`src/rtl/ccff_loader_if.sv`:
```
// Bundles the bitstream stream port and the serial config-chain port.
// Pure wiring; carries no state and adds no latency.
// s_valid/s_ready is a plain valid-ready handshake; the chain side has no backpressure.
interface ccff_loader_if #(
    parameter int WORD_W = 8
);
    logic              s_valid;
    logic              s_ready;
    logic [WORD_W-1:0] s_data;
    logic              ccff_head;
    logic              ccff_tail;
    logic              ccff_shift_en;

    // Source of the bitstream, owner of the chain tail.
    modport master (
        output s_valid,
        output s_data,
        output ccff_tail,
        input  s_ready,
        input  ccff_head,
        input  ccff_shift_en
    );

    // The loader itself.
    modport slave (
        input  s_valid,
        input  s_data,
        input  ccff_tail,
        output s_ready,
        output ccff_head,
        output ccff_shift_en
    );
endinterface

```
`src/rtl/ccff_loader.sv`:
```
// Serialises a word stream into a ccff chain, LSB first; optional CRC read-back (macro CCFF_VERIFY_EN).
// Latency: 1 accept cycle + k shift cycles per word; with verify, CHAIN_LEN extra recirculation cycles.
// Backpressure: s_ready only while the word buffer is empty in LOAD; chain stalls (shift_en=0) meanwhile.
module ccff_loader #(
    parameter int CHAIN_LEN = 36,
    parameter int WORD_W    = 8
) (
    input  logic         prog_clk,
    input  logic         pReset,
    input  logic         start,
    ccff_loader_if.slave bus,
    output logic         busy,
    output logic         done,
    output logic         err
);
    localparam int CNT_W  = $clog2(CHAIN_LEN + 1);
    localparam int BCNT_W = $clog2(WORD_W + 1);
    localparam logic [CNT_W-1:0] LAST_BIT = CNT_W'(CHAIN_LEN - 1);
    localparam logic [CNT_W-1:0] CHAIN_C  = CNT_W'(CHAIN_LEN);

    typedef enum logic [1:0] {
        IDLE   = 2'd0,
        LOAD   = 2'd1,
`ifdef CCFF_VERIFY_EN
        VERIFY = 2'd2,
`endif
        DONE   = 2'd3
    } state_t;

    state_t              state_q, state_d;
    logic [CNT_W-1:0]    bit_cnt_q, bit_cnt_d;
    logic [WORD_W-1:0]   buf_q, buf_d;
    logic [BCNT_W-1:0]   buf_cnt_q, buf_cnt_d;
    logic                head_q, head_d;
    logic [CNT_W-1:0]    remain;
    logic [BCNT_W-1:0]   take;

`ifdef CCFF_VERIFY_EN
    logic [7:0] crc_q, crc_d;
    logic [7:0] vcrc_q, vcrc_d;
    logic [7:0] vcrc_nxt;
    logic       err_q, err_d;

    // Serial CRC-8, polynomial x^8+x^2+x+1.
    function automatic logic [7:0] crc8_step(input logic [7:0] c, input logic b);
        logic fb;
        fb = c[7] ^ b;
        return {c[6:0], 1'b0} ^ (fb ? 8'h07 : 8'h00);
    endfunction

    assign err = err_q;
`else
    logic unused_tail;
    assign unused_tail = bus.ccff_tail;
    assign err = 1'b0;
`endif

    assign busy = (state_q != IDLE);

    // Bits still owed to the chain decide how much of the next word is used.
    always_comb begin
        remain = CHAIN_C - bit_cnt_q;
        take   = BCNT_W'(WORD_W);
        if (int'(remain) < WORD_W) begin
            take = BCNT_W'(remain);
        end
    end

    // Next-state and output decode.
    always_comb begin
        state_d           = state_q;
        bit_cnt_d         = bit_cnt_q;
        buf_d             = buf_q;
        buf_cnt_d         = buf_cnt_q;
        head_d            = head_q;
        bus.s_ready       = 1'b0;
        bus.ccff_shift_en = 1'b0;
        bus.ccff_head     = head_q;
        done              = 1'b0;
`ifdef CCFF_VERIFY_EN
        crc_d    = crc_q;
        vcrc_d   = vcrc_q;
        vcrc_nxt = crc8_step(vcrc_q, bus.ccff_tail);
        err_d    = err_q;
`endif
        case (state_q)
            IDLE: begin
                if (start) begin
                    state_d   = LOAD;
                    bit_cnt_d = '0;
                    buf_d     = '0;
                    buf_cnt_d = '0;
`ifdef CCFF_VERIFY_EN
                    crc_d  = 8'h00;
                    vcrc_d = 8'h00;
                    err_d  = 1'b0;
`endif
                end
            end
            LOAD: begin
                if (buf_cnt_q == '0) begin
                    bus.s_ready = 1'b1;
                    if (bus.s_valid) begin
                        buf_d     = bus.s_data;
                        buf_cnt_d = take;
                    end
                end else begin
                    bus.ccff_shift_en = 1'b1;
                    bus.ccff_head     = buf_q[0];
                    head_d            = buf_q[0];
                    buf_d             = buf_q >> 1;
                    buf_cnt_d         = buf_cnt_q - BCNT_W'(1);
                    bit_cnt_d         = bit_cnt_q + CNT_W'(1);
`ifdef CCFF_VERIFY_EN
                    crc_d = crc8_step(crc_q, buf_q[0]);
`endif
                    if (bit_cnt_q == LAST_BIT) begin
                        bit_cnt_d = '0;
                        buf_cnt_d = '0;
`ifdef CCFF_VERIFY_EN
                        state_d = VERIFY;
`else
                        state_d = DONE;
`endif
                    end
                end
            end
`ifdef CCFF_VERIFY_EN
            VERIFY: begin
                // Recirculate tail into head so the chain ends where it started.
                bus.ccff_shift_en = 1'b1;
                bus.ccff_head     = bus.ccff_tail;
                head_d            = bus.ccff_tail;
                vcrc_d            = vcrc_nxt;
                bit_cnt_d         = bit_cnt_q + CNT_W'(1);
                if (bit_cnt_q == LAST_BIT) begin
                    bit_cnt_d = '0;
                    state_d   = DONE;
                    if (vcrc_nxt != crc_q) begin
                        err_d = 1'b1;
                    end
                end
            end
`endif
            DONE: begin
                done    = 1'b1;
                state_d = IDLE;
            end
            default: state_d = IDLE;
        endcase
    end

    // State and datapath registers with synchronous reset.
    always_ff @(posedge prog_clk) begin
        if (pReset) begin
            state_q   <= IDLE;
            bit_cnt_q <= '0;
            buf_q     <= '0;
            buf_cnt_q <= '0;
            head_q    <= 1'b0;
`ifdef CCFF_VERIFY_EN
            crc_q  <= 8'h00;
            vcrc_q <= 8'h00;
            err_q  <= 1'b0;
`endif
        end else begin
            state_q   <= state_d;
            bit_cnt_q <= bit_cnt_d;
            buf_q     <= buf_d;
            buf_cnt_q <= buf_cnt_d;
            head_q    <= head_d;
`ifdef CCFF_VERIFY_EN
            crc_q  <= crc_d;
            vcrc_q <= vcrc_d;
            err_q  <= err_d;
`endif
        end
    end
endmodule

```
`src/flat_wrapper.sv`:
```
// flat-port wrapper written by rule: the top's interface ports become plain ports
module ccff_loader_flat 
#(
    parameter int CHAIN_LEN = 36,
    parameter int WORD_W    = 8
)
  (prog_clk, pReset, start, busy, done, err, bus_s_valid, bus_s_data, bus_ccff_tail, bus_s_ready, bus_ccff_head, bus_ccff_shift_en);
  ccff_loader_if #(.WORD_W(WORD_W)) bus_i ();
  input  logic prog_clk;
  input  logic pReset;
  input  logic start;
  output logic busy;
  output logic done;
  output logic err;
  input wire logic [$bits(bus_i.s_valid)-1:0] bus_s_valid;
  input wire logic [$bits(bus_i.s_data)-1:0] bus_s_data;
  input wire logic [$bits(bus_i.ccff_tail)-1:0] bus_ccff_tail;
  output wire logic [$bits(bus_i.s_ready)-1:0] bus_s_ready;
  output wire logic [$bits(bus_i.ccff_head)-1:0] bus_ccff_head;
  output wire logic [$bits(bus_i.ccff_shift_en)-1:0] bus_ccff_shift_en;
  assign bus_i.s_valid = bus_s_valid;
  assign bus_i.s_data = bus_s_data;
  assign bus_i.ccff_tail = bus_ccff_tail;
  assign bus_s_ready = bus_i.s_ready;
  assign bus_ccff_head = bus_i.ccff_head;
  assign bus_ccff_shift_en = bus_i.ccff_shift_en;
  ccff_loader #(.CHAIN_LEN(CHAIN_LEN), .WORD_W(WORD_W)) u_core (.prog_clk(prog_clk), .pReset(pReset), .start(start), .bus(bus_i), .busy(busy), .done(done), .err(err));
endmodule
```
`config.mk`:
```
export PLATFORM = sky130hd
export DESIGN_NAME = ccff_loader_flat
export DESIGN_NICKNAME = d
export VERILOG_FILES = /design/src/rtl/ccff_loader_if.sv /design/src/rtl/ccff_loader.sv /design/src/flat_wrapper.sv
export SDC_FILE = /design/constraint.sdc
export NUM_CORES = 1
export LEC_CHECK = 0
export CORE_ASPECT_RATIO = 0.75
export CORE_MARGIN = 2
export CORE_UTILIZATION = 54
export CTS_BUF_LIST = sky130_fd_sc_hd__clkbuf_8
export DETAILED_ROUTE_END_ITERATION = 10
export PLACE_DENSITY = 0.78
export REMOVE_ABC_BUFFERS = 1
export SYNTH_ARGS = -nofsm -noshare
export SYNTH_HDL_FRONTEND = slang
export SYNTH_SLANG_ARGS = --single-unit
```
`constraint.sdc`:
```
create_clock -name prog_clk -period 2 [get_ports prog_clk]
set_input_delay 0.2 -clock prog_clk [delete_from_list [all_inputs] [get_ports prog_clk]]
set_output_delay 0.2 -clock prog_clk [all_outputs]
set_load 0.1 [all_outputs]
```
==> qor.csv, run 1 <==
stage,metric,value,unit
status,status,"complete, no violations",
worst_setup_path,endpoint_kind,primary output,
logic_synthesis,synth-compound-area-share,0.228,
clocking,cts_root_buffer,clkbuf_8,
timing,relSlewSlack,0.626,
logic_synthesis,ys_seq_area_frac,0.357,
placed_design,io_buffers,16,
cells_and_area,finalNonFillerCells,176,
timing,hold_viol,0,
worst_setup_path,cp.buffers_inverters,2,
route,dr.pass1.iters,4,
timing,setup_violations,0,
logic_synthesis,synthCells,134,
die,start_util,0.580,
placed_design,gp_congestion,0.834,
timing,rsz0062_at_grt,false,
clocking,cts_tree,done,
worst_setup_path,arrival,1.70,ns
hold_path,hold_start,u_core.buf_q[7],
die,die_y,44.5,um
cells_and_area,post-route-util,0.712,
worst_setup_path,critPathRequiredTime,1.80,ns
logic_synthesis,synthMuxAreaShare,0.0180,
cells_and_area,syn_to_final_growth,22.8,%
cells_and_area,drive_gt1_frac,0.184,
logic_synthesis,yosysUniqueCellTypes,46,
logic_synthesis,synthAdderAreaFrac,0.0425,
power_and_ir_drop,power_density,772,nW/um2
logic_synthesis,yosysWarnings,0,
timing,hold_ws,0.495,ns
clocking,cts_buffer_depth,2,
worst_setup_path,path_max_fanout,4,
die,floorplan.die.width,57.9,um
route,ant_nets,0,
power_and_ir_drop,ir_drop,0.000656,V
die,dieArea,2580,um2
logic_synthesis,synth_edf_count,0,
hold_path,hp-class,register to register,
worst_setup_path,cpMaxStageDelayCell,mux2_2,
power_and_ir_drop,total_power,1.12,mW
timing,slew_violations,0,
logic_synthesis,yosys.area_share.simple,0.227,
route,wl_per_cell,15.8,um
route,viasPerCell,6.14,
global_routing,grt_pass1_wl,4.73,mm
route,vias,1080,
worst_setup_path,cpPeakStageDelay,0.38,ns
logic_synthesis,postSynthAreaPerCell,8.80,um2
global_routing,grt_usage,0.245,
clocking,htreeDepth,1,
global_routing,grt_max_degree,14,
global_routing,gr-total-overflow,0,
route,dr.first_iter.drc_count,45,
logic_synthesis,async_flop_share,0,
cells_and_area,final_net_count,170,
worst_setup_path,r2r-start,u_core.buf_cnt_q[0],
placed_design,placed_cells,170,
logic_synthesis,synth-xor-area-share,0.0594,
logic_synthesis,synth_top_family_by_area,compound AO/OA/AOI/OAI gates,
timing,worst_slew_pin_slew,0.547,ns
route,drc,0,
die,ioPinCount,19,
clocking,insertion_delay,0.26,ns
die,coreArea,2030,um2
worst_setup_path,path_cells,inv_1 -> ha_1 -> nor3b_4 -> nor2_2 -> mux2_2 -> buf_12,
power_and_ir_drop,p_leak,0.533,nW
logic_synthesis,netlist_area,1180,um2
clocking,clk_pin_slew_worst_paths,0.07,ns
worst_setup_path,r2r_slack,0.15,ns
clocking,cts.sinks,21,
global_routing,antenna_found_initial,0,
timing,finalClockSkew,0.00660,ns
cells_and_area,layout_common_cells,"nor2_1, dfxtp_1, clkdlybuf4s50_1",
worst_setup_path,crit_type,register to primary output,
global_routing,grt_pass1_vias,1040,
worst_setup_path,path_delay_family,multiplexers,
die,placement_rows,14,
route,totalWireLength,2.78,mm
flow_run,drv_cap,0,
worst_setup_path,cp-start-kind,register,
timing,timing.fmax,0.525,GHz
timing,min_period,1.90,ns
placed_design,detailedPlacementHpwl,2.02,mm
logic_synthesis,synth_ff_type,dfxtp_1,
logic_synthesis,ys_ff_latch,21,
worst_setup_path,worstSetupStartpoint,u_core.buf_cnt_q[0],
clocking,numCtsBuffers,3,
timing,finalCritPeriodShare,0.952,
cells_and_area,num_antenna_cells,0,
## final timing paths
kind / to / cells past startpoint
worst min register to register: u_core.buf_q[7] / 2
worst max-delay path: bus_ccff_head / 6
worst min-delay path: u_core.buf_q[7] / 2
worst max register to register: u_core.bit_cnt_q[5] / 7
## logic make-up (layout without fill, tap and decap cells)
logic type	after synthesis	count (layout)
other	1	1
flip-flops	21	21
buffers and inverters	15	33
AND/OR/NAND/NOR	48	48
multiplexers	2	2
adder cells (fa/ha/maj)	4	4
XOR/XNOR	8	8
AO/OA/AOI/OAI	35	35
## layer usage
metal / part of all wire / vias up / wire length [um] / track usage
met5: 0 / - / 0 / 0
met4: 0.023 / 0 / 63 / 0.0930
met3: 0.061 / 8 / 170 / 0.0614
met2: 0.47 / 49 / 1310 / 0.386
met1: 0.45 / 502 / 1240 / 0.324
li1: - / 521 / - / -
## synthesized netlist by cell type, types with 2 or more instances
cell,instances,area (um2)
dfxtp_1,21,420
clkbuf_1,2,7.51
ha_1,4,50.1
nor3b_1,2,15.0
inv_1,6,22.5
xor2_1,3,26.3
nand3_1,4,20.0
a211oi_1,9,67.6
a22oi_1,7,52.6
buf_2,3,15.0
nand2b_1,3,18.8
a21oi_1,3,15.0
a2111oi_0,2,17.5
nor3_1,2,10.0
or2_2,2,12.5
xnor2_1,5,43.8
nand4_1,2,12.5
nor2_1,20,75.1
a311oi_1,2,17.5
o2111ai_1,2,17.5
nor2b_1,4,25.0
buf_4,2,15.0
## worst register-to-register path: stages, from the launching register on
cell and delay, ns:
dfxtp_2 0.34, inv_1 0.07, ha_1 0.20, nor3b_4 0.16, buf_4 0.17, a2111oi_0 0.54, xnor2_1 0.18, nor2_1 0.06
## what timing repair did
item,CTS,global route
gates resized for setup,0,4
gates cloned,0,0
buffers inserted,2,0
hold buffers,0,0
endpoints found under the setup margin,1,4
pin swaps,0,0
## through the flow
stage          worst slack, ns  setup TNS (ns)  instance area [um2]
2_1_floorplan            -1.40          -13.04                 1120
3_3_place_gp             0.234               0                 1380
3_5_place_dp             0.152               0                 1380
4_1_cts                 0.0254               0                 1440
5_1_grt                 0.0220               0                 1450
6_report                0.0957               0                 1450
## where the power goes
group / switching, mW / total [mW] / internal (mW) / leakage [nW]
registers: 0.0325 / 0.482 / 0.450 / 0.172
clock network: 0.138 / 0.277 / 0.139 / 0.0255
logic: 0.208 / 0.359 / 0.150 / 0.336
total: 0.379 / 1.12 / 0.739 / 0.533
## registers in the layout, summed over array words and instances, names as in the netlist
register / count
u_core.buf_q: 8
u_core.bit_cnt_q: 6
u_core.buf_cnt_q: 4
u_core.state_q: 2
u_core.head_q: 1
## area by class of cell
type                       count  area, um2
multi-input combinational     98        688
fill                         168        584
sequential                    21        423
timing repair buffer          23        238
clock buffer                   3       41.3
tap                           24       30.0
inverter                       6       22.5
clock inverter                 1       5.00
(Power assumes the default switching activity.)
==> run 2: changes to the inputs <==
- GPL_TIMING_DRIVEN: unset -> 0
==> qor.csv, run 2 (synthesis results as in run 1) <==
stage,metric,value,unit
die,placement_rows,14,
cells_and_area,final_net_count,167,
clocking,insertion_delay,0.26,ns
route,totalWireLength,2.54,mm
clocking,cts_buffer_depth,2,
route,dr.first_iter.drc_count,23,
worst_setup_path,critPathRequiredTime,1.80,ns
clocking,cts_root_buffer,clkbuf_8,
status,status,"complete, no violations",
hold_path,hp-class,register to register,
worst_setup_path,endpoint_kind,primary output,
cells_and_area,layout_common_cells,"nor2_1, dfxtp_1, clkdlybuf4s50_1",
route,ant_nets,0,
placed_design,io_buffers,16,
clocking,cts.sinks,21,
global_routing,antenna_found_initial,0,
power_and_ir_drop,ir_drop,0.000531,V
die,floorplan.die.width,57.9,um
placed_design,detailedPlacementHpwl,1.76,mm
clocking,numCtsBuffers,3,
route,viasPerCell,5.91,
timing,hold_viol,0,
timing,setup_violations,0,
timing,min_period,1.96,ns
timing,relSlewSlack,0.370,
power_and_ir_drop,power_density,778,nW/um2
worst_setup_path,path_max_fanout,5,
timing,rsz0062_at_grt,true,
cells_and_area,max_flop_register,u_core.buf_q,
timing,worst_slew_pin_slew,0.949,ns
route,vias,1023,
clocking,cts_tree,done,
timing,finalClockSkew,0.00496,ns
cells_and_area,drive_gt1_frac,0.161,
global_routing,gr-total-overflow,0,
die,coreArea,2030,um2
cells_and_area,top_regs,"u_core.buf_q: 8 flops, u_core.bit_cnt_q: 6 flops, u_core.buf_cnt_q: 4 flops",
clocking,clk_pin_slew_worst_paths,0.08,ns
timing,timing.fmax,0.509,GHz
clocking,htreeDepth,1,
timing,fin_setup_tns,0,ns
die,die_y,44.5,um
cells_and_area,syn_to_final_growth,19.7,%
global_routing,grt_pass1_wl,4.11,mm
cells_and_area,finalNonFillerCells,173,
cells_and_area,num_antenna_cells,0,
power_and_ir_drop,p_leak,0.515,nW
worst_setup_path,cp-start-kind,register,
cells_and_area,final_common_cell,nor2_1,
worst_setup_path,arrival,1.76,ns
placed_design,placed_cells,165,
cells_and_area,largest_reg_flops,8,
route,drc,0,
worst_setup_path,crit_type,register to primary output,
global_routing,grt_max_degree,23,
global_routing,grt_usage,0.215,
die,start_util,0.580,
global_routing,grt_pass1_vias,919,
die,ioPinCount,19,
die,dieArea,2580,um2
timing,finalCritPeriodShare,0.982,
timing,slew_violations,0,
flow_run,drv_cap,0,
route,wl_per_cell,14.7,um
route,dr.pass1.iters,4,
placed_design,gp_congestion,0.787,
-- run 2: cell type report --
class,instances,area [um2]
multi-input combinational,98,702
timing repair buffer,20,186
sequential,21,424
inverter,6,22.5
clock inverter,1,5.00
clock buffer,3,41.3
fill,168,621
tap,24,30.0
-- run 2: routing by layer --
| metal | share of wire | vias to the layer above | GRT usage |
|---|---|---|---|
| met3 | 0.064 | 4 | 0.0526 |
| met4 | 0.0094 | 0 | 0.0837 |
| met2 | 0.48 | 32 | 0.370 |
| met1 | 0.45 | 472 | 0.260 |
| met5 | 0 | - | 0 |
| li1 | - | 515 | - |
-- run 2: worst max-delay path, cell delays in order, from the launching register on --
cell     delay (ns)
dfxtp_2        0.34
inv_1          0.07
ha_1           0.19
nor3b_4        0.17
nor2_4         0.16
mux2_2         0.38
buf_6          0.19
-- run 2: worst paths after layout --
check / slack [ns] / depth (start not counted) / to / from
max reg2reg: 0.10 / 7 / u_core.buf_cnt_q[3] / u_core.buf_cnt_q[0]
min reg2reg: 0.47 / 2 / u_core.buf_q[7] / u_core.buf_q[7]
min: 0.47 / 2 / u_core.buf_q[7] / u_core.buf_q[7]
max: 0.04 / 6 / bus_ccff_head / u_core.buf_cnt_q[0]
-- run 2: report_power, final --
group / leakage (nW) / internal, mW / total, mW / switching (mW)
registers: 0.173 / 0.450 / 0.481 / 0.0311
clock network: 0.0255 / 0.139 / 0.281 / 0.142
logic: 0.317 / 0.132 / 0.335 / 0.203
total: 0.515 / 0.721 / 1.10 / 0.376
-- run 2: repair_timing --
action	CTS	global route
pin swaps	0	1
setup endpoints to repair	18	19
resized for setup	23	7
hold buffers	0	0
buffers inserted	1	3
-- run 2: per-stage QoR --
| stage | hold WS [ns] | setup slack [ns] | power, mW | cell area (um2) | utilization |
|---|---|---|---|---|---|
| 2_1_floorplan | 0.269 | -1.40 | 0.704 | 1120 | - |
| 3_3_place_gp | 0.456 | -1.03 | 0.775 | 1320 | 0.647 |
| 3_5_place_dp | 0.461 | -1.06 | 0.785 | 1320 | 0.647 |
| 4_1_cts | 0.475 | -0.157 | 1.07 | 1370 | 0.674 |
| 5_1_grt | 0.513 | -0.0225 | 1.15 | 1410 | 0.695 |
| 6_report | 0.475 | 0.0363 | 1.10 | 1410 | 0.695 |
